`config.mk`:
```
export PLATFORM = sky130hd
export DESIGN_NAME = wrr_weight_cfg_ctrl_flat
export DESIGN_NICKNAME = d
export VERILOG_FILES = /design/src/rtl/wrr_cfg_pkg.sv /design/src/rtl/wrr_weight_cfg_ctrl_if.sv /design/src/rtl/wrr_weight_bank.sv /design/src/rtl/wrr_weight_cfg_ctrl.sv /design/src/flat_wrapper.sv
export SDC_FILE = /design/constraint.sdc
export NUM_CORES = 1
export LEC_CHECK = 0
export CORE_MARGIN = 8
export CORE_UTILIZATION = 55
export DETAILED_ROUTE_END_ITERATION = 8
export PLACE_DENSITY = 0.81
export SYNTH_ARGS = -nofsm -noshare
export SYNTH_HDL_FRONTEND = slang
export SYNTH_SLANG_ARGS = --single-unit
```
`constraint.sdc`:
```
create_clock -name clk -period 3.3 [get_ports clk]
set_input_delay 0.66 -clock clk [delete_from_list [all_inputs] [get_ports clk]]
set_output_delay 0.66 -clock clk [all_outputs]
set_load 0.02 [all_outputs]
```
`src/rtl/wrr_cfg_pkg.sv`:
```
// Shared definitions for the WRR weight configuration controller.
//   - Default parameter values for the controller, bank and config interface.
//   - Weight type at the default width, and the reset weight value
//     (1 = plain round-robin).
//   - Controller FSM state encoding.
package wrr_cfg_pkg;

  localparam int NUM_REQ_DEF    = 32;
  localparam int WEIGHT_W_DEF   = 4;
  localparam int ID_W_DEF       = 5;
  localparam int COMMIT_TMO_DEF = 256;

  // Every requester starts with weight 1, i.e. plain round-robin.
  localparam int unsigned WEIGHT_RST = 1;

  typedef logic [WEIGHT_W_DEF-1:0] weight_t;

  typedef enum logic [1:0] {
    IDLE  = 2'd0,
    PEND  = 2'd1,
    APPLY = 2'd2
  } cfg_state_e;

endpackage

```
`src/rtl/wrr_weight_cfg_ctrl_if.sv`:
```
// Software-facing configuration port of the WRR weight controller.
//   cfg_valid  : request valid (master -> slave)
//   cfg_ready  : controller can accept a request (slave -> master)
//   cfg_id     : target requester index
//   cfg_weight : weight to write
//   cfg_wr     : request carries a shadow-bank write
//   cfg_commit : request carries a commit (shadow -> active)
// A request is accepted when cfg_valid and cfg_ready are both high at a
// rising clock edge.
interface wrr_weight_cfg_ctrl_if
  import wrr_cfg_pkg::*;
#(
  parameter int ID_W     = ID_W_DEF,
  parameter int WEIGHT_W = WEIGHT_W_DEF
);

  logic                cfg_valid;
  logic                cfg_ready;
  logic [ID_W-1:0]     cfg_id;
  logic [WEIGHT_W-1:0] cfg_weight;
  logic                cfg_wr;
  logic                cfg_commit;

  modport master (
    output cfg_valid,
    output cfg_id,
    output cfg_weight,
    output cfg_wr,
    output cfg_commit,
    input  cfg_ready
  );

  modport slave (
    input  cfg_valid,
    input  cfg_id,
    input  cfg_weight,
    input  cfg_wr,
    input  cfg_commit,
    output cfg_ready
  );

endinterface

```
`src/rtl/wrr_weight_bank.sv`:
```
// Shadow/active weight register pair for the WRR arbiter.
//   clk, rst     : clock and synchronous active-low reset
//   wr_en_i      : write wr_weight_i into shadow[wr_id_i]
//   wr_id_i      : shadow write index (caller guarantees it is in range
//                  whenever wr_en_i is high)
//   wr_weight_i  : shadow write data
//   copy_i       : copy the whole shadow bank into the active bank
//   active_o     : flattened active bank, entry i at [i*WEIGHT_W +: WEIGHT_W]
module wrr_weight_bank
  import wrr_cfg_pkg::*;
#(
  parameter int NUM_REQ  = NUM_REQ_DEF,
  parameter int WEIGHT_W = WEIGHT_W_DEF,
  parameter int ID_W     = ID_W_DEF
) (
  input  logic                        clk,
  input  logic                        rst,
  input  logic                        wr_en_i,
  input  logic [ID_W-1:0]             wr_id_i,
  input  logic [WEIGHT_W-1:0]         wr_weight_i,
  input  logic                        copy_i,
  output logic [NUM_REQ*WEIGHT_W-1:0] active_o
);

  logic [WEIGHT_W-1:0] shadow_q [NUM_REQ];
  logic [WEIGHT_W-1:0] shadow_d [NUM_REQ];
  logic [WEIGHT_W-1:0] active_q [NUM_REQ];
  logic [WEIGHT_W-1:0] active_d [NUM_REQ];

  // The copy takes the registered shadow; the controller never writes and
  // copies in the same cycle, so no write-through path is needed.
  always_comb begin
    shadow_d = shadow_q;
    active_d = active_q;
    for (int i = 0; i < NUM_REQ; i++) begin
      if (wr_en_i && (wr_id_i == ID_W'(i))) begin
        shadow_d[i] = wr_weight_i;
      end
    end
    if (copy_i) begin
      active_d = shadow_q;
    end
  end

  always_ff @(posedge clk) begin
    if (!rst) begin
      for (int i = 0; i < NUM_REQ; i++) begin
        shadow_q[i] <= WEIGHT_W'(WEIGHT_RST);
        active_q[i] <= WEIGHT_W'(WEIGHT_RST);
      end
    end else begin
      shadow_q <= shadow_d;
      active_q <= active_d;
    end
  end

  always_comb begin
    active_o = '0;
    for (int i = 0; i < NUM_REQ; i++) begin
      active_o[i*WEIGHT_W +: WEIGHT_W] = active_q[i];
    end
  end

endmodule

```
`src/rtl/wrr_weight_cfg_ctrl.sv`:
```
// Weight configuration controller for the weighted round-robin arbiter.
// Software writes weights into a shadow bank and then commits; the commit
// reaches the active bank only at an arbitration boundary (grant acked or
// no requester active), or after COMMIT_TMO cycles of waiting.
//   clk, rst      : clock and synchronous active-low reset
//   cfg_if        : write/commit request port (valid/ready)
//   arb_req_i     : arbiter request vector (monitored)
//   arb_ack_i     : acknowledge of the current grant (monitored)
//   weights_o     : active weight table, entry i at [i*WEIGHT_W +: WEIGHT_W]
//   weight_upd_o  : one-cycle pulse in the first cycle new weights are visible
//   rd_id_i       : readback index
//   rd_weight_o   : active weight of rd_id_i (0 when out of range)
//   cfg_err_o     : sticky, a write targeted an index >= NUM_REQ
//   cfg_forced_o  : sticky, a commit was applied by timeout
module wrr_weight_cfg_ctrl
  import wrr_cfg_pkg::*;
#(
  parameter int NUM_REQ    = NUM_REQ_DEF,
  parameter int WEIGHT_W   = WEIGHT_W_DEF,
  parameter int ID_W       = ID_W_DEF,
  parameter int COMMIT_TMO = COMMIT_TMO_DEF
) (
  input  logic                        clk,
  input  logic                        rst,
  wrr_weight_cfg_ctrl_if.slave        cfg_if,
  input  logic [NUM_REQ-1:0]          arb_req_i,
  input  logic                        arb_ack_i,
  output logic [NUM_REQ*WEIGHT_W-1:0] weights_o,
  output logic                        weight_upd_o,
  input  logic [ID_W-1:0]             rd_id_i,
  output logic [WEIGHT_W-1:0]         rd_weight_o,
  output logic                        cfg_err_o,
  output logic                        cfg_forced_o
);

  localparam int CNT_W = $clog2(COMMIT_TMO + 1);

  cfg_state_e       state_q, state_d;
  logic [CNT_W-1:0] cnt_q, cnt_d;
  logic             upd_q, err_q, forced_q;
  logic             forced_set;
  logic             ready, apply;
  logic             accept, id_ok, boundary, bank_wr;

  assign accept   = cfg_if.cfg_valid && ready;
  assign id_ok    = int'(cfg_if.cfg_id) < NUM_REQ;
  assign boundary = arb_ack_i || (arb_req_i == '0);
  assign bank_wr  = accept && cfg_if.cfg_wr && id_ok;

  // State register
  always_ff @(posedge clk) begin
    if (!rst) begin
      state_q <= IDLE;
      cnt_q   <= '0;
    end else begin
      state_q <= state_d;
      cnt_q   <= cnt_d;
    end
  end

  // Next-state logic. The boundary is tested before the timeout, so a
  // boundary in the very cycle the counter expires still counts as a
  // regular (non-forced) commit.
  always_comb begin
    state_d    = state_q;
    cnt_d      = cnt_q;
    forced_set = 1'b0;
    unique case (state_q)
      IDLE: begin
        if (accept && cfg_if.cfg_commit) begin
          state_d = PEND;
          cnt_d   = '0;
        end
      end
      PEND: begin
        if (boundary) begin
          state_d = APPLY;
        end else if (cnt_q >= CNT_W'(COMMIT_TMO - 1)) begin
          state_d    = APPLY;
          forced_set = 1'b1;
        end else begin
          cnt_d = cnt_q + CNT_W'(1);
        end
      end
      APPLY: begin
        state_d = IDLE;
      end
      default: begin
        state_d = IDLE;
      end
    endcase
  end

  // Output logic
  always_comb begin
    ready = 1'b0;
    apply = 1'b0;
    unique case (state_q)
      IDLE:    ready = 1'b1;
      PEND:    ready = 1'b0;
      APPLY:   apply = 1'b1;
      default: ready = 1'b0;
    endcase
  end

  assign cfg_if.cfg_ready = ready;

  // weight_upd is registered from APPLY so it lines up with the cycle the
  // bank's active registers first show the copied values.
  always_ff @(posedge clk) begin
    if (!rst) begin
      upd_q    <= 1'b0;
      err_q    <= 1'b0;
      forced_q <= 1'b0;
    end else begin
      upd_q    <= apply;
      err_q    <= err_q | (accept && cfg_if.cfg_wr && !id_ok);
      forced_q <= forced_q | forced_set;
    end
  end

  wrr_weight_bank #(
    .NUM_REQ  (NUM_REQ),
    .WEIGHT_W (WEIGHT_W),
    .ID_W     (ID_W)
  ) u_bank (
    .clk         (clk),
    .rst         (rst),
    .wr_en_i     (bank_wr),
    .wr_id_i     (cfg_if.cfg_id),
    .wr_weight_i (cfg_if.cfg_weight),
    .copy_i      (apply),
    .active_o    (weights_o)
  );

  // Readback mux over in-range entries only; an index >= NUM_REQ matches
  // nothing and reads 0.
  always_comb begin
    rd_weight_o = '0;
    for (int i = 0; i < NUM_REQ; i++) begin
      if (rd_id_i == ID_W'(i)) begin
        rd_weight_o = weights_o[i*WEIGHT_W +: WEIGHT_W];
      end
    end
  end

  assign weight_upd_o = upd_q;
  assign cfg_err_o    = err_q;
  assign cfg_forced_o = forced_q;

endmodule

```
`src/flat_wrapper.sv`:
```
// flat-port wrapper written by rule: the top's interface ports become plain ports
module wrr_weight_cfg_ctrl_flat import wrr_cfg_pkg::*;
#(
  parameter int NUM_REQ    = NUM_REQ_DEF,
  parameter int WEIGHT_W   = WEIGHT_W_DEF,
  parameter int ID_W       = ID_W_DEF,
  parameter int COMMIT_TMO = COMMIT_TMO_DEF
)
  (clk, rst, arb_req_i, arb_ack_i, weights_o, weight_upd_o, rd_id_i, rd_weight_o, cfg_err_o, cfg_forced_o, cfg_if_cfg_valid, cfg_if_cfg_id, cfg_if_cfg_weight, cfg_if_cfg_wr, cfg_if_cfg_commit, cfg_if_cfg_ready);
  wrr_weight_cfg_ctrl_if #(.ID_W(ID_W), .WEIGHT_W(WEIGHT_W)) cfg_if_i ();
  input  logic clk;
  input  logic rst;
  input  logic [NUM_REQ-1:0] arb_req_i;
  input  logic arb_ack_i;
  output logic [NUM_REQ*WEIGHT_W-1:0] weights_o;
  output logic weight_upd_o;
  input  logic [ID_W-1:0] rd_id_i;
  output logic [WEIGHT_W-1:0] rd_weight_o;
  output logic cfg_err_o;
  output logic cfg_forced_o;
  input wire logic [$bits(cfg_if_i.cfg_valid)-1:0] cfg_if_cfg_valid;
  input wire logic [$bits(cfg_if_i.cfg_id)-1:0] cfg_if_cfg_id;
  input wire logic [$bits(cfg_if_i.cfg_weight)-1:0] cfg_if_cfg_weight;
  input wire logic [$bits(cfg_if_i.cfg_wr)-1:0] cfg_if_cfg_wr;
  input wire logic [$bits(cfg_if_i.cfg_commit)-1:0] cfg_if_cfg_commit;
  output wire logic [$bits(cfg_if_i.cfg_ready)-1:0] cfg_if_cfg_ready;
  assign cfg_if_i.cfg_valid = cfg_if_cfg_valid;
  assign cfg_if_i.cfg_id = cfg_if_cfg_id;
  assign cfg_if_i.cfg_weight = cfg_if_cfg_weight;
  assign cfg_if_i.cfg_wr = cfg_if_cfg_wr;
  assign cfg_if_i.cfg_commit = cfg_if_cfg_commit;
  assign cfg_if_cfg_ready = cfg_if_i.cfg_ready;
  wrr_weight_cfg_ctrl #(.NUM_REQ(NUM_REQ), .WEIGHT_W(WEIGHT_W), .ID_W(ID_W), .COMMIT_TMO(COMMIT_TMO)) u_core (.clk(clk), .rst(rst), .cfg_if(cfg_if_i), .arb_req_i(arb_req_i), .arb_ack_i(arb_ack_i), .weights_o(weights_o), .weight_upd_o(weight_upd_o), .rd_id_i(rd_id_i), .rd_weight_o(rd_weight_o), .cfg_err_o(cfg_err_o), .cfg_forced_o(cfg_forced_o));
endmodule
```
-- Word-level counts from Yosys, hierarchy flattened
Cells that the tools add are included.
- add/sub/neg operators: 1
- magnitude comparators: 1
- equality and inequality tests: 68
- muxes and demuxes: 45
- bitwise gates (word level): 1
- reduce and logical (&&, ||, !) cells: 43
- operators with widths (operator ; count):
    $eq A5 B5 Y1 const B ; 32
    $mux W4 ; 32
    $eq A5 B4 Y1 const B ; 16
    $eq A5 B3 Y1 const B ; 8
    $logic_and A1 B1 Y1 ; 35
    $logic_not A32 Y1 ; 1
    $mux W9 ; 3
    $eq A5 B2 Y1 const B ; 4
    $pmux W9 S2 ; 1
    $eq A5 B1 Y1 const B ; 2
    $logic_not A5 Y1 ; 2
    $add A9 B1 Y9 const B ; 1
    $ge A9 B8 Y1 const B ; 1
    $mux W2 ; 3
    $mux W1 ; 5
    $ne A2 B2 Y1 const B ; 2
    $pmux W2 S2 ; 1
    $reduce_and A4 Y1 ; 1
    $ne A3 B1 Y1 const B ; 1
    $eq A2 B1 Y1 const B ; 1
    $eq A2 B2 Y1 const B ; 1
    $logic_not A2 Y1 ; 1
    $ne A2 B1 Y1 const B ; 1
    $reduce_and A2 Y1 ; 1
    other kinds (3) ; 3
- bits in registers: 269
- word-level logic and storage cells: 227

-- Longest topological paths before layout
Gate-level depths: netlist of the first run.
- word-level depth: 33
- depth in mapped cells: 9
- depth with buffers taken out: 9

-- Hierarchy
From an unflattened synthesis of the first run, not the netlist that was laid out.
- cell total of the unflattened synthesis: 1258
- area total of the unflattened synthesis: 12159.2 um^2
- modules (own cells, without submodules) (module ; instances ; cells each ; area each (um^2)):
    wrr_weight_bank ; 1 ; 888 ; 9520.4
    wrr_weight_cfg_ctrl ; 1 ; 370 ; 2638.8

-- Least setup slack after synthesis of the first run
No wires, ideal clock.
- path kind: input to output
- from: input rd_id_i[0]
- to: output rd_weight_o[3]
- arrival: 2.034 ns
- required time: 2.640 ns
- path slack: 0.606 ns
- cell stages on the path: 8
- path buffers: 2
- cells stage by stage: buf_6 buf_8 nor2b_1 a22oi_2 a21oi_1 o21a_1 o311ai_1 a21oi_1
- longest elaborated chain between the ends: 33
- elaborated cells on any way between the ends: 64
- classes of those cells: eq/ne (31); mux (32); reduce/logical (1)
- RTL lines (element ; RTL line ; RTL):
    start, declared ; flat_wrapper.sv:17 ; input logic [ID_W-1:0] rd_id_i;
    $logic_not A5 Y1 ; wrr_weight_cfg_ctrl.sv:141 ; if (rd_id_i == ID_W'(i)) begin
    $mux W4 (31 in a row) ; wrr_weight_cfg_ctrl.sv:141 ;
    $mux W4 * ; wrr_weight_cfg_ctrl.sv:141 ;
    end, declared ; flat_wrapper.sv:18 ; output logic [WEIGHT_W-1:0] rd_weight_o;
Every way passes the cells marked *; elsewhere a longest branch is shown, timed or not.

-- Worst setup path in the final report of the first run
- from: input rd_id_i[2]
- to: output rd_weight_o[2]
The elaborated chain is that of the path after synthesis.

==> flow_summary_export.csv, run 1 <==
group,metric,value,unit
pwr,p_sw_frac,0.234,
critical_path,max_stage_delay,310,ps
synth,syn_area_per_cell,8.33,um^2
critical_path,r2r-start,"u_core.state_q[0]",
sta,hold_viol_final,0,
critical_path,arrival,2520,ps
placed_design,io_buffers,186,
sta,setup_viol,0,
clock_tree,cts_tree,"done",
cells_and_area,multi_input_comb_area,6180,um^2
critical_path,reg2reg_to,"u_core.u_bank.shadow_q[124]",
sta,worstMarginPinSlew,890,ps
routing,via_per_inst,5.83,
cells_and_area,regArea,5390,um^2
routing,wl_per_cell,19.5,um
sta,finalClockSkew,6.94,ps
clock_tree,clk_latency,540,ps
synth,yosys-top-cells-count,"392 x nand2_1, 269 x dfxtp_1, 160 x a21boi_0, 116 x nand3_1, 73 x clkbuf_1",
sta,finalCritPeriodShare,0.962,
cells_and_area,fillers,1747,
sta,finalMaxSlewViolations,0,
global_routing,grt_pass1_vias,10900,
synth,synth.distinct_cells,77,
synth,yosys-top-cells-area,"dfxtp_1 44%, nand2_1 12%, a21boi_0 9.9%, nand3_1 4.8%, mux2i_1 4.6%",
synth,async_flop_share,0,
routing,finalWirelength,37.8,mm
pwr,pwr_density_cell,463,nW/um^2
routing,dr.pass1.iters,8,
sta,whs,454,ps
pwr,worst_ir_drop_vdd,577,uV
die,die_w,165,um
min_path,holdPathEnd,"u_core.u_bank.active_o[15]",
synth,synth-main-ff-cell,"dfxtp_1",
global_routing,grt_first_pass_wirelength,58.4,mm
die,start_util,0.558,
global_routing,grt_max_degree,133,
die,io_pins,188,
cells_and_area,layout-drive-gt1-share,0.113,
die,die-area,27100,um^2
synth,syn_nets,1511,
clock_tree,ctsHoldBuffers,0,
critical_path,ff2ff_setup_slack,1250,ps
global_routing,overflow,0,
sta,fin_setup_tns,0,ps
die,core,21800,um^2
critical_path,slowest_stage,"a221oi_2",
synth,syn_area,12100,um^2
clock_tree,cts_made_buffers,28,
cells_and_area,fin_cells,1941,
pwr,internal-power,5510,uW
placed_design,placed_cells,1887,
clock_tree,clk_pin_slew,60,ps
pwr,pwr-share-comb,0.082,
min_path,min_path_cells,2,
flow_run,cap_violations,0,
critical_path,cpMostUsedCell,"o21a_1",
outcome,status,"finished, final reports clean",
sta,rsz0062_at_grt,"no",
clock_tree,cts_max_path_buffers,3,
pwr,total_leakage_power,0.00566,uW
synth,synth_edf_count,0,
synth,synth.most_common_cell,"nand2_1",
critical_path,required,2640,ps
synth,yosysSeqAreaShare,0.444,
placed_design,dpl.hpwl,25.0,mm
die,die_h,165,um
clock_tree,clockRootBuffer,"clkbuf_16",
cells_and_area,final_util,0.714,
synth,synth_top_cell_by_area,"dfxtp_1",
routing,vias,11300,
min_path,hold_path.class,"flip-flop to flip-flop",
routing,drc,0,
die,num_rows,54,
pwr,pwr-share-clk,0.462,
cells_and_area,n_antenna_cell,0,
critical_path,critPathMaxFanout,13,
synth,yosysWarnings,0,
min_path,min_from,"u_core.u_bank.shadow_q[115]",
critical_path,crit_path_end_kind,"primary output",
sta,fmax,315,MHz
synth,synthCells,1457,
critical_path,crit_chain,"dlygate4sd2_1 -> buf_12 -> buf_4 -> o21a_1 -> a211oi_1 -> o22ai_1 -> a221oi_2 -> o21a_1 -> buf_2",
synth,ys_ff_latch,269,
cells_and_area,nets,1693,
placed_design,placed_area,14500,um^2
sta,max_slew_margin,0.407,
routing,drt-initial-drc-count,994,
global_routing,grt_usage,0.268,
clock_tree,htreeDepth,1,
critical_path,path_class,"input port to primary output",
pwr,share_seq_of_total_power,0.456,
cells_and_area,final_area,15500,um^2
clock_tree,clkSinkCount,269,
sta,post-route-min-period,3180,ps
critical_path,ff2ff_path_depth,6,
placed_design,routabilityCongestion,0.896,
global_routing,antenna_found_initial,1,
routing,antenna_left,0,
synth,synth_top_area_frac,0.444,
pwr,p_switching,1680,uW
critical_path,critPathLaunchType,"input port",
cells_and_area,area_growth,28.0,%
cell families after synthesis:
group	after synthesis	share of synthesized area
AND/OR/NAND/NOR	653	0.250
AO/OA/AOI/OAI	330	0.188
flip-flops	269	0.444
buffers and inverters	129	0.0501
multiplexers	68	0.0622
XOR/XNOR	5	0.00361
adder cells (fa/ha/maj)	2	0.00206
other	1	0.000309
cell usage in the layout (no fill, tap or decap), types with 3 or more instances in the layout:
master           count
a211oi_1             5
a21boi_0           160
a21boi_1             9
a21oi_1             26
a31oi_1              6
and2_1               4
buf_12              10
buf_2                5
buf_4               76
bufinv_16            4
clkbuf_1             6
clkbuf_16           29
clkbuf_8             3
clkdlybuf4s50_1    175
clkinv_2             6
dfxtp_1            269
inv_1                8
mux2_2               6
mux2i_1             56
mux4_2               5
nand2_1            392
nand2b_1             8
nand3_1            116
nand3b_1             5
nand4_1              3
nor2_1              43
nor2b_1             33
nor3_1               6
nor3_4               5
nor4_1               8
o211ai_1             7
o21a_1               5
o21ai_0             68
o22ai_1             14
o32ai_1              3
xnor2_1              4
worst max-delay path, delay by kind of cell:
family                 cells  cell delay, ps
buffers and inverters      4             730
AO/OA/AOI/OAI              5            1110
worst max-delay path by stage:
| stage | end | startpoint | slack (ps) | cells after the start |
|---|---|---|---|---|
| 2_1_floorplan | rd_weight_o[3] | rd_id_i[0] | 610 | 8 |
| 3_3_place_gp | rd_weight_o[3] | rd_id_i[4] | -490 | 9 |
| 3_5_place_dp | rd_weight_o[3] | rd_id_i[2] | -510 | 9 |
| 4_1_cts | rd_weight_o[3] | rd_id_i[3] | -0.7 | 9 |
| 5_1_grt | rd_weight_o[0] | rd_id_i[2] | 80 | 9 |
| 6_report | rd_weight_o[2] | rd_id_i[2] | 120 | 9 |
what timing repair did:
action / in CTS / in global routing
cloned: 0 / 0
gates resized for setup: 24 / 2
setup buffers: 2 / 0
pin swaps: 2 / 1
endpoints found under the setup margin: 4 / 3
metal layers:
layer  GRT usage  up-vias  part of all wire
met5           0        -           0.00034
met1       0.341     5442              0.41
met3      0.0538       67             0.090
met2       0.451      465              0.47
met4      0.0823        2             0.025
li1            -     5344                 -
through the flow:
step	power (uW)	setup WS [ps]
3_5_place_dp	3930	-513
6_report	7190	124
4_1_cts	7200	-0.651
5_1_grt	7380	82.7
3_3_place_gp	3930	-486
2_1_floorplan	3680	606
power by group through the flow:
stage / registers [uW] / clock network (uW) / logic, uW
after global placement: 3350 / 0 / 576
after global routing: 3280 / 3470 / 627
after floorplan: 3360 / 0 / 319
final: 3280 / 3320 / 590
after CTS: 3280 / 3340 / 583
after detailed placement: 3350 / 0 / 580
registers in the layout, indices dropped and copies added (netlist names):
name and count:
u_core.cfg_forced_o 1, u_core.cnt_q 9, u_core.state_q 2, u_core.u_bank.active_o 128, u_core.u_bank.shadow_q 128, u_core.weight_upd_o 1
layout make-up:
| type | instances | share of cell area |
|---|---|---|
| timing repair buffer | 272 | 0.168 |
| multi-input combinational | 1059 | 0.398 |
| sequential | 269 | 0.347 |
| clock inverter | 14 | 0.0118 |
| clock buffer | 38 | 0.0508 |
| inverter | 9 | 0.00217 |
| tap | 280 | 0.0225 |
No activity file was read; power rests on OpenSTA's default activity.
==> run 2, diff against run 1 <==
==> constraint.sdc (replaced) <==
create_clock -name clk -period 3.3 [get_ports clk]
set_input_delay 0.495 -clock clk [delete_from_list [all_inputs] [get_ports clk]]
set_output_delay 0.495 -clock clk [all_outputs]
set_load 0.02 [all_outputs]
==> flow_summary_export.csv, run 2 (same netlist as run 1, synthesis figures left out) <==
group,metric,value,unit
outcome,status,"finished, final reports clean",
global_routing,grt_usage,0.263,
placed_design,placed_cells,1867,
min_path,min_from,"rst",
sta,rsz0062_at_grt,"no",
routing,wl_met2,16.7,mm
die,die-area,27100,um^2
critical_path,crit_path_end_kind,"primary output",
pwr,total_leakage_power,0.00556,uW
cells_and_area,fillers,1733,
global_routing,antenna_found_initial,3,
clock_tree,clk_pin_slew,60,ps
routing,drt-met1-wl,15.0,mm
die,die_w,165,um
global_routing,grt_pass1_vias,10700,
routing,via_per_inst,5.73,
critical_path,max_stage_delay,440,ps
sta,worstMarginPinSlew,891,ps
critical_path,slowest_stage,"clkdlybuf4s50_1",
clock_tree,cts_max_path_buffers,3,
clock_tree,clockRootBuffer,"clkbuf_16",
clock_tree,cts_tree,"done",
clock_tree,clkSinkCount,269,
critical_path,required,2800,ps
routing,vias,11000,
placed_design,dpl.hpwl,24.9,mm
cells_and_area,fin_cells,1920,
cells_and_area,layout_common_cells,"392 x nand2_1, 269 x dfxtp_1, 176 x clkdlybuf4s50_1",
die,num_rows,54,
critical_path,crit_family,"compound AO/OA/AOI/OAI gates",
die,core,21800,um^2
critical_path,path_class,"input port to primary output",
sta,finalClockSkew,17.8,ps
routing,drc,0,
cells_and_area,area_growth,26.4,%
critical_path,crit_chain,"clkdlybuf4s50_1 -> buf_12 -> nor2b_2 -> o21ai_0 -> a211oi_1 -> o22ai_1 -> a221oi_2 -> o21a_1 -> dlygate4sd2_1",
clock_tree,cts_made_buffers,28,
cells_and_area,layout-drive-gt1-share,0.101,
clock_tree,ctsHoldBuffers,0,
sta,max_slew_margin,0.406,
sta,worst_slack,154,ps
routing,wl_met3,3.26,mm
placed_design,placed_area,14400,um^2
routing,finalWirelength,36.5,mm
routing,antenna_left,0,
critical_path,worstSetupStartpoint,"rd_id_i[2]",
global_routing,grt_first_pass_wirelength,57.3,mm
routing,dr.pass1.iters,5,
sta,hold_viol_final,0,
sta,fmax,318,MHz
clock_tree,clk_latency,550,ps
routing,drt-initial-drc-count,1075,
placed_design,io_buffers,186,
sta,post-route-min-period,3150,ps
pwr,pwr_density_cell,466,nW/um^2
die,io_pins,188,
cells_and_area,mostFrequentLayoutCell,"nand2_1",
placed_design,routabilityCongestion,0.925,
flow_run,cap_violations,0,
pwr,worst_ir_drop_vdd,467,uV
sta,finalMaxSlewViolations,0,
global_routing,grt_max_degree,133,
global_routing,overflow,0,
critical_path,arrival,2650,ps
placed_design,preCtsSetupSlack,-201,ps
routing,wl_per_cell,19.0,um
pwr,p_total,7150,uW
sta,setup_viol,0,
critical_path,critPathMaxFanout,18,
clock_tree,htreeDepth,1,
critical_path,timing.critical_path.buf_inv,3,
critical_path,critPathLaunchType,"input port",
die,start_util,0.558,
cells_and_area,final_area,15300,um^2
die,die_h,165,um
critical_path,r2r-start,"u_core.cnt_q[0]",
sta,finalCritPeriodShare,0.953,
min_path,hold_path.class,"input port to flip-flop",
routing,highest_layer,"met5",
cells_and_area,nets,1671,
-- run 2: changes by cell type in the layout (fill, tap and decap cells not counted), sizes merged --
cell,before,now
bufinv,4,3
dlymetal6s2s,1,0
dlygate4sd2,2,3
clkdlybuf4s15,1,0
clkdlybuf4s50,175,176
inv,8,9
clkbuf,38,37
diode,0,1
clkinv,9,11
buf,93,70
-- run 2: per-layer routing --
metal	vias to the layer above	GRT usage
met5	-	0
li1	5299	-
met2	464	0.422
met1	5147	0.337
met3	91	0.0528
met4	6	0.114
-- run 2: timing repair --
action | CTS | global route
setup endpoints to repair | 4 | 1
setup buffers | 0 | 0
gates resized for setup | 6 | 2
-- run 2: final cells by class --
cell class              instances  area, um^2  share of cell area
flip-flops and latches        269        5390               0.351
diodes                          1        2.50            0.000163
repair buffers                250        2420               0.158
inverters                       9        33.8             0.00220
clock inverters                16         175              0.0114
well taps                     280         350              0.0228
clock buffers                  36         812              0.0529
multi-input cells            1059        6170               0.402
-- run 2: worst paths after layout --
kind | cells past startpoint | slack (ps) | end
worst min-delay path | 2 | 390 | u_core.u_bank.active_o[88]
worst max-delay path | 9 | 150 | rd_weight_o[2]
worst min register to register | 2 | 460 | u_core.u_bank.shadow_q[42]
worst max register to register | 9 | 1240 | u_core.cnt_q[5]
-- run 2: stage by stage --
stage | setup TNS (ps) | hold slack, ps | util
after floorplan | 0 | 434 | -
after global placement | -670 | 440 | 0.660
after detailed placement | -712 | 447 | 0.660
after CTS | 0 | 372 | 0.706
after global routing | 0 | 413 | 0.705
final | 0 | 395 | 0.706
-- run 2: power by group --
| part | internal [uW] | switching, uW | leakage (uW) |
|---|---|---|---|
| Sequential | 3260 | 17.6 | 0.00217 |
| Combinational | 234 | 324 | 0.00290 |
| Clock | 1980 | 1330 | 0.000491 |
==> variant, RTL diff (config.mk and constraints of run 1) <==
Make the reset (`rst`) asynchronous in 3 clocked blocks. Comments in the files are not updated.
--- a/src/rtl/wrr_weight_bank.sv
+++ b/src/rtl/wrr_weight_bank.sv
@@ -42,7 +42,7 @@
     end
   end
 
-  always_ff @(posedge clk) begin
+  always_ff @(posedge clk or negedge rst) begin
     if (!rst) begin
       for (int i = 0; i < NUM_REQ; i++) begin
         shadow_q[i] <= WEIGHT_W'(WEIGHT_RST);
--- a/src/rtl/wrr_weight_cfg_ctrl.sv
+++ b/src/rtl/wrr_weight_cfg_ctrl.sv
@@ -48,7 +48,7 @@
   assign bank_wr  = accept && cfg_if.cfg_wr && id_ok;
 
   // State register
-  always_ff @(posedge clk) begin
+  always_ff @(posedge clk or negedge rst) begin
     if (!rst) begin
       state_q <= IDLE;
       cnt_q   <= '0;
@@ -107,7 +107,7 @@
 
   // weight_upd is registered from APPLY so it lines up with the cycle the
   // bank's active registers first show the copied values.
-  always_ff @(posedge clk) begin
+  always_ff @(posedge clk or negedge rst) begin
     if (!rst) begin
       upd_q    <= 1'b0;
       err_q    <= 1'b0;
Formal check against the unedited RTL: differs if rst is asserted again (counterexample within 4 cycles, from zero or initial values and one cycle with rst low); with rst held inactive, the same outputs for 4 cycles.
==> variant against run 1 <==
  * Final area rose by 2.7%
  * Hold slack got worse by 0.36 ns
  * Worst setup slack got worse by 0.061 ns
  * Non-clock buffer count rose by 17
  * Sequential cell count did not move
  * Critical path type unchanged
  * Synthesized area rose by 0.25%
  * Largest cell class is now sequential cells
  * Wire length fell by 6.7%
  * Critical endpoint is now rd_weight_o[0]
Power is not compared: it rests on default switching activity, and its combinational part moved more than twofold at a synthesized area within 25%.
==> variant: results (changes against run 1) <==
stage,metric,value,unit,change
logic_synthesis,most used flip-flop cell after synthesis,dfrtp_1,,was dfxtp_1
placement,gpl congestion,0.946,,was 0.896
finish,Nets,1242,,was 1693
clock_tree,Skew-Pair Late Insertion Delay,0.54,ns,about the same
sta,Final Skew,0.0152,ns,was 0.00694 ns
clock_tree,H-tree depth,1,,unchanged
status,outcome,"finished, final reports clean",,unchanged
routing,"wirelength, routed",35.3,mm,was 37.8 mm
logic_synthesis,yosys warns,0,,unchanged
power,Leakage,7.14,nW,
global_route,vias in the first global route,9285,,was 10900
worst_setup_path,"Largest stage delay, worst path",0.41,ns,was 0.31 ns
logic_synthesis,Unique masters post-synth,75,,was 77
global_route,global-route wire length before repair,54.5,mm,was 58.4 mm
logic_synthesis,most common cell in the netlist,mux2_2,,was nand2_1
clock_tree,Max Root-Sink Buffers,3,,unchanged
logic_synthesis,Post-synth ARST share,100,%,was 0%
routing,TritonRoute pass-1 iters,5,,was 8
logic_synthesis,largest cells by area after synthesis,"dfrtp_1 (42%), mux2_2 (24%), dfstp_2 (14%)",,"was dfxtp_1 (44%), nand2_1 (12%), a21boi_0 (9.9%)"
power,Worst VDD drop,701,uV,
routing,wire length per cell,23.7,um,was 19.5 um
routing,via count,8857,,was 11300
placement,Port Buffers,186,,unchanged
finish,share of cells above drive strength 1,42.5,%,was 11.3%
finish,ant diodes,0,,unchanged
logic_synthesis,Post-synth top cells,"mux2_2 (257), dfrtp_1 (205), dfstp_2 (64)",,"was nand2_1 (392), dfxtp_1 (269), a21boi_0 (160)"
worst_setup_path,Worst path slowest cell,or3b_4,,was a221oi_2
routing,drt initial violations,599,,was 994
placement,Place WS,-0.904,ns,was -0.513 ns
hold_path,worst min path class,input pin to asynchronous set/reset pin,,was flop to flop
sta,Slew HR,45.2,%,was 40.7%
placement,DP Cell Count,1440,,was 1887
clock_tree,Root Buffer,clkbuf_16,,unchanged
worst_setup_path,crit path DAT,2.58,ns,was 2.52 ns
logic_synthesis,Synth Net Count,982,,was 1511
logic_synthesis,Syn Area/Cell,13.1,um2,was 8.33 um2
placement,Post-DP Area,15000,um2,was 14500 um2
logic_synthesis,sequential element share of the synthesized area,56.0,%,was 44.4%
global_route,pin count of the biggest net entering global routing,80,,was 133
clock_tree,"CTS clk-pin slew, worst paths",0.07,ns,
clock_tree,CTS buffer count,27,,was 28
global_route,antenna violations before repair,0,,was 1
global_route,GRT Total Usage,25.9,%,was 26.8%
placement,HPWL after DPL,25.2,mm,was 25.0 mm
worst_setup_path,CP Max Fanout,14,,was 13
-- variant: cell types whose count changed after synthesis, sizes merged, moves of 19 or more --
| cell | run 1 | this run |
|---|---|---|
| dfxtp | 269 | 0 |
| nand3 | 119 | 17 |
| clkbuf | 74 | 31 |
| mux2i | 56 | 14 |
| nand2 | 394 | 34 |
| nor2b | 35 | 7 |
| mux2 | 7 | 257 |
| o21ai | 69 | 24 |
| buf | 46 | 27 |
| dfrtp | 0 | 205 |
| dfstp | 0 | 64 |
| a21boi | 169 | 1 |
-- variant: metal layers --
metal / track usage, % / vias to the layer above / part of all wire, %
met1: 34.2 / 4590 / 42
met5: 0 / - / 0
met2: 43.4 / 289 / 49
met3: 4.71 / 70 / 6.5
met4: 6.59 / 0 / 2.4
li1: - / 3908 / -
-- variant: kinds of logic (layout without fill, tap and decap cells) --
group,count (synthesis),in the layout,synth area share (%)
AO/OA/AOI/OAI,125,125,7.00
XOR/XNOR,2,2,0.144
adder cells (fa/ha/maj),2,2,0.206
buffers and inverters,69,350,2.66
flip-flops,269,269,56.0
multiplexers,278,278,26.3
other,1,1,0.0308
AND/OR/NAND/NOR,182,182,7.67
-- variant: critical path, delay by kind of cell --
family / cells / cell delay [ns]
AOI/OAI and AO/OA: 4 / 0.70
and+or+nand+nor: 2 / 0.63
buffers and inverters: 3 / 0.58
-- variant: cell type report --
type                    instances  area, um2
inverters                      11       41.3
clock buffers                  35        766
fillers                      1467       5810
repair buffers                289       2700
clock inverters                15        165
flip-flops and latches        269       6810
multi-input cells             590       5120
well taps                     280        350
-- variant: timing repair --
action                                  CTS  global route
pin swaps                                 6             5
setup buffers                             0             0
endpoints found under the setup margin    4             4
endpoints found under the hold margin     0             0
gates resized for setup                  37            10
-- variant: worst paths after layout --
path / startpoint / to / slack (ns) / cells after the start
worst min-delay path: rst / u_core.u_bank.active_o[39]$_DFFE_PN0P_ / 0.1 / 1
min in group clk: u_core.u_bank.shadow_q[38]$_DFFE_PN0P_ / u_core.u_bank.active_o[90]$_DFFE_PN0P_ / 0.50 / 1
max in group asynchronous: rst / u_core.u_bank.active_o[16]$_DFFE_PN1P_ / 2.41 / 2
worst max register to register: u_core.cnt_q[2]$_DFFE_PN0P_ / u_core.cnt_q[6]$_DFFE_PN0P_ / 0.77 / 10
worst max-delay path: rd_id_i[2] / rd_weight_o[0] / 0.06 / 9
worst min register to register: u_core.u_bank.shadow_q[38]$_DFFE_PN0P_ / u_core.u_bank.active_o[90]$_DFFE_PN0P_ / 0.50 / 1
-- variant: report_power, final --
part / internal, mW / switching, mW
Clock: 1.87 / 1.30
Sequential: 4.25 / 0.803
Combinational: 1.97 / 1.80
Total: 8.09 / 3.90
